**src/rtl/flex_clock_bank.sv**
```systemverilog
// flex_clock_bank: NCH glitch-free divided clocks from CLK, each with gate and invert,
// reprogrammed via one valid/ready port. Define FLEX_CLOCK_BANK_SYNC_EN to enable SYNC phase alignment.

module flex_clock_bank_ch #(
    parameter int   DIVW      = 8,
    parameter int   INIT_DIV  = 1,
    parameter logic INIT_GATE = 1'b1,
    parameter logic INIT_VAL  = 1'b0
) (
    input  logic            CLK,
    input  logic            RST,
    input  logic            sync,
    input  logic            load,
    input  logic [DIVW-1:0] ldiv,
    input  logic            lgate,
    input  logic            linv,
    output logic            val,
    output logic            gate,
    output logic            inv,
    output logic            pend,
    output logic            rise_next
);
    logic [DIVW-1:0] cnt, div, pdiv;
    logic            pgate, pinv;
    logic            at_end, fall;

    assign at_end    = (cnt == div);
    assign fall      = at_end & val;
    assign rise_next = at_end & ~val;

    always_ff @(posedge CLK) begin
        if (RST) begin
            cnt   <= '0;
            val   <= INIT_VAL;
            div   <= DIVW'(INIT_DIV);
            gate  <= INIT_GATE;
            inv   <= 1'b0;
            pend  <= 1'b0;
            pdiv  <= '0;
            pgate <= 1'b0;
            pinv  <= 1'b0;
        end else begin
            if (sync) begin
                cnt <= '0;
                val <= INIT_VAL;
            end else begin
                cnt <= at_end ? '0 : cnt + DIVW'(1);
                if (at_end) val <= ~val;
            end
            // Settings only move on the falling edge, so high phases are never cut short.
            if (pend && (sync || fall)) begin
                div  <= pdiv;
                gate <= pgate;
                inv  <= pinv;
                pend <= 1'b0;
            end
            // A load only arrives while pend=0, so it can never be consumed by this same edge.
            if (load) begin
                pdiv  <= ldiv;
                pgate <= lgate;
                pinv  <= linv;
                pend  <= 1'b1;
            end
        end
    end
endmodule

module flex_clock_bank #(
    parameter int   NCH       = 4,
    parameter int   DIVW      = 8,
    parameter int   INIT_DIV  = 1,
    parameter logic INIT_GATE = 1'b1,
    parameter logic INIT_VAL  = 1'b0,
    localparam int  CHW       = (NCH > 1) ? $clog2(NCH) : 1
) (
    input  logic            CLK,
    input  logic            RST,
    input  logic            CFG_VALID,
    output logic            CFG_READY,
    input  logic [CHW-1:0]  CFG_CH,
    input  logic [DIVW-1:0] CFG_DIV,
    input  logic            CFG_GATE,
    input  logic            CFG_INVERT,
    output logic            CFG_ERR,
    input  logic            SYNC,
    output logic [NCH-1:0]  CLK_VAL_OUT,
    output logic [NCH-1:0]  CLK_GATE_OUT,
    output logic [NCH-1:0]  CLK_OUT,
    output logic [NCH-1:0]  RISE_NEXT
);
    typedef struct packed {
        logic [DIVW-1:0] div;
        logic            gate;
        logic            inv;
    } cfg_t;

    cfg_t           req;
    logic           in_range, sel_pend, xfer, sync_q;
    logic [NCH-1:0] load, pend, inv;

    assign req = '{div: CFG_DIV, gate: CFG_GATE, inv: CFG_INVERT};

`ifdef FLEX_CLOCK_BANK_SYNC_EN
    assign sync_q = SYNC;
`else
    logic unused_sync;
    assign unused_sync = SYNC;
    assign sync_q      = 1'b0;
`endif

    assign in_range  = (32'(CFG_CH) < 32'(NCH));
    assign CFG_READY = ~RST & (~in_range | ~sel_pend);
    assign xfer      = CFG_VALID & CFG_READY;

    always_comb begin
        sel_pend = 1'b0;
        load     = '0;
        for (int i = 0; i < NCH; i++) begin
            if (32'(CFG_CH) == 32'(i)) begin
                sel_pend = pend[i];
                load[i]  = xfer;
            end
        end
    end

    always_ff @(posedge CLK) begin
        if (RST) CFG_ERR <= 1'b0;
        else     CFG_ERR <= xfer & ~in_range;
    end

    for (genvar g = 0; g < NCH; g++) begin : g_ch
        flex_clock_bank_ch #(
            .DIVW     (DIVW),
            .INIT_DIV (INIT_DIV),
            .INIT_GATE(INIT_GATE),
            .INIT_VAL (INIT_VAL)
        ) u_ch (
            .CLK      (CLK),
            .RST      (RST),
            .sync     (sync_q),
            .load     (load[g]),
            .ldiv     (req.div),
            .lgate    (req.gate),
            .linv     (req.inv),
            .val      (CLK_VAL_OUT[g]),
            .gate     (CLK_GATE_OUT[g]),
            .inv      (inv[g]),
            .pend     (pend[g]),
            .rise_next(RISE_NEXT[g])
        );
        assign CLK_OUT[g] = (CLK_VAL_OUT[g] & CLK_GATE_OUT[g]) ^ inv[g];
    end
endmodule

```
**config.mk**
```make
export PLATFORM = sky130hd
export DESIGN_NAME = flex_clock_bank
export DESIGN_NICKNAME = d
export VERILOG_FILES = /design/src/rtl/flex_clock_bank.sv
export SDC_FILE = /design/constraint.sdc
export NUM_CORES = 1
export LEC_CHECK = 0
export ABC_AREA = 1
export BUFFER_PORTS_ARGS = -buffer_cell sky130_fd_sc_hd__clkbuf_2
export CAP_MARGIN = 40
export CORE_ASPECT_RATIO = 1.75
export CORE_UTILIZATION = 65
export CTS_CLUSTER_SIZE = 16
export DETAILED_ROUTE_END_ITERATION = 8
export PLACE_DENSITY_LB_ADDON = 0.05
export RECOVER_POWER = 50
export SETUP_SLACK_MARGIN = 0.3
export SLEW_MARGIN = 20
export SYNTH_ARGS = -nofsm -noshare
export SYNTH_HDL_FRONTEND = slang
export SYNTH_SLANG_ARGS = --single-unit
```
**constraint.sdc**
```tcl
create_clock -name CLK -period 2.3 [get_ports CLK]
set_input_delay 0.115 -clock CLK [delete_from_list [all_inputs] [get_ports CLK]]
set_output_delay 0.115 -clock CLK [all_outputs]
set_load 0.05 [all_outputs]
```
==> results.txt <==
Hold Path Class -> primary input to flip-flop
WS Path Type -> flip-flop to primary output
Post-DRT Antenna Nets -> 0
Synthesized area -> 5810 um^2
Flops & latches, synth -> 120
Max-Cap Viols -> 0
Fin nets -> 934
Skew final -> 0.00891 ns
WL met1 -> 4790 um
Post-synth top cells -> nand2_1 (278), nor2_1 (180), dfxtp_1 (120), inv_1 (109), nand4_1 (48)
Most common cell on crit path -> nand2_1
Core ar. -> 8670 um^2
Cell area power density -> 862 nW/um^2
WP data arrival -> 1.76 ns
Period utilisation layout -> 81.6%
Remaining Overflow, GRT -> 0
DP HPWL -> 8930 um
Final Hold Viols -> 0
Leakage -> 3.03 nW
RSZ-0062 raised after global routing -> false
Worst hold stages -> 3
Met2 Wirelength -> 7250 um
Final Setup Violations -> 0
# DRC -> 0
Fin crit period -> 1.88 ns
Syn Nets -> 909
Number of DRC markers in iteration 0 -> 251
Max Root-Sink Buffers -> 2
CP max FO -> 5
Die Ht -> 127 um
CP max stage cell -> dfxtp_1
Outcome -> finished clean
Die ar. -> 9340 um^2
Vias in the first global route -> 5159
Non-Filler Instances -> 1044
Max Transition Viols Final -> 0
Cell with the most instances after synthesis -> nand2_1
TritonRoute pass-1 iters -> 4
Routed wire per std cell -> 12.3 um
CTS root buf -> clkbuf_16
Gate count of the mapped netlist -> 889
Fmax -> 533 MHz
Area of the multi-input gates -> 2770 um^2
First-pass GRT wire length -> 21500 um
Sequential Area -> 2410 um^2
Synth area leaders -> dfxtp_1 (41%), nand2_1 (18%), nor2_1 (12%)
Total wire length -> 12900 um
CTS clk-pin slew, worst paths -> 0.06 ns
Inserted Clock Buffers -> 17
Hold WS -> 0.0393 ns
Asr flop ratio synth -> 0%
Post-synthesis sequential area ratio -> 41.3%
GRT Total Usage -> 29.6%
CTS tree -> done
Relative slew slack -> 53.1%
Top Metal Used -> met4
Diodes inserted -> 0
FF-to-FF path depth -> 8
Netlist cell types -> 31
CP peak stage delay -> 0.37 ns
Area grow syn2layout -> 14.3%
Largest net degree at the start of global routing -> 72
Top cell type's share of synthesized area -> 41.3%
Routed vias/inst -> 5.07
Critical path required time -> 2.18 ns
# port buffers -> 31
Horiz. Die Dim -> 73.5 um
IO Pins -> 34
Initial Utilization -> 67.0%
Clk_lat worst skew -> 0.41 ns
Biggest area consumer among synthesized cells -> dfxtp_1
CP endpoint kind -> primary output
Most used DFF post-synth -> dfxtp_1
CTS Sinks -> 120
Final setup TNS -> 0 ns
Startpoint Class -> flip-flop
CTS H-tree lvls -> 4
Routed met3 length -> 347 um
Placed cells -> 1005
Ys Warns -> 0
Placer Congestion -> 0.816
Slew @ Worst Pin -> 0.704 ns
Initial antenna violation count -> 0
FILL cells -> 714
Synthesized area per cell -> 6.54 um^2
Worst vdd ir -> 0.000974 V
Cell Chain, Critical Path -> inv_1, nand2_1, nand2_1, nor2_1, nand2_1, nor2_4, inv_1, nor2_1, clkbuf_4
Routed vias -> 5288
Layout cells sized above 1 -> 9.17%
FP Rows -> 45
EDFF count, synth -> 0
[flip-flops by register name, indices dropped and copies added (netlist names)]
signal           flops
g_ch.u_ch.inv        4
g_ch.u_ch.pend       4
g_ch.u_ch.pgate      4
g_ch.u_ch.pdiv      32
g_ch.u_ch.cnt       32
g_ch.u_ch.gate       4
g_ch.u_ch.div       32
g_ch.u_ch.val        4
g_ch.u_ch.pinv       4
[final timing paths]
check,endpoint,from,slack [ns]
worst max-delay path,RISE_NEXT[2],g_ch[2].u_ch.cnt[5],0.42
worst min-delay path,g_ch[1].u_ch.pdiv[5],CFG_DIV[5],0.04
worst max register to register,g_ch[3].u_ch.div[7],g_ch[3].u_ch.cnt[0],0.49
worst min register to register,g_ch[1].u_ch.cnt[0],g_ch[1].u_ch.cnt[0],0.46
[layout make-up]
cell class / count / area share [%]
multi-input combinational: 617 / 41.7
tap: 117 / 2.20
inverter: 111 / 6.27
sequential: 120 / 36.3
clock inverter: 13 / 2.28
clock buffer: 19 / 6.82
timing repair buffer: 47 / 4.35
[where the power goes]
group          switching (mW)  internal [mW]  leakage (nW)  total, mW
registers              0.0705           2.16         0.975       2.23
logic                   0.557          0.238          1.76      0.795
clock network           0.953           1.75         0.295       2.70
total                    1.58           4.14          3.03       5.72
[per-layer routing]
layer  track usage [%]  vias to the layer above
li1                  -                     2775
met1              28.0                     2400
met2              56.1                       80
met3              7.97                       33
met4              14.7                        0
met5                 0                        -
[cells in the final DEF, fill, tap and decap left out, drive strengths merged, types with 7 or more instances in the layout]
cell,n
clkbuf,50
clkinv,7
a21oi,24
nand3,29
nor3,7
buf,16
xor2,11
nand4,48
xnor2,11
nor2,184
nand2,279
o21ai,11
dfxtp,120
inv,111
[worst max-delay path: cells and delay by family, from the launching register on]
family | cells | cell delay [ns]
simple gates | 6 | 0.58
buf+inv | 3 | 0.40
flops | 1 | 0.37
[what timing repair did]
action	CTS	global route
endpoints found under the hold margin	0	0
pin swaps	0	3
buffers inserted	0	6
gates cloned	0	1
gates resized for setup	6	16
endpoints found under the setup margin	47	28
hold buffers	0	0
[cells by family after synthesis]
| family | after synthesis | share of synthesized area, % |
|---|---|---|
| AO/OA/AOI/OAI | 35 | 3.14 |
| XOR/XNOR | 22 | 3.32 |
| adder cells (fa/ha/maj) | 4 | 0.861 |
| buffers and inverters | 153 | 11.5 |
| flip-flops | 120 | 41.3 |
| other | 1 | 0.0645 |
| AND/OR/NAND/NOR | 554 | 39.8 |
[stage by stage]
| step | total power, mW | utilization, % | instance area (um^2) | worst slack (ns) |
|---|---|---|---|---|
| after global placement | 2.98 | 68.6 | 5950 | 0.154 |
| after floorplan | 2.86 | - | 5810 | 0.578 |
| final | 5.72 | 76.6 | 6640 | 0.423 |
| after global routing | 5.94 | 76.6 | 6640 | 0.288 |
| after detailed placement | 3.01 | 68.6 | 5950 | 0.0461 |
| after CTS | 5.71 | 75.9 | 6580 | 0.276 |
Note: power is estimated with default switching activity, not from simulation.
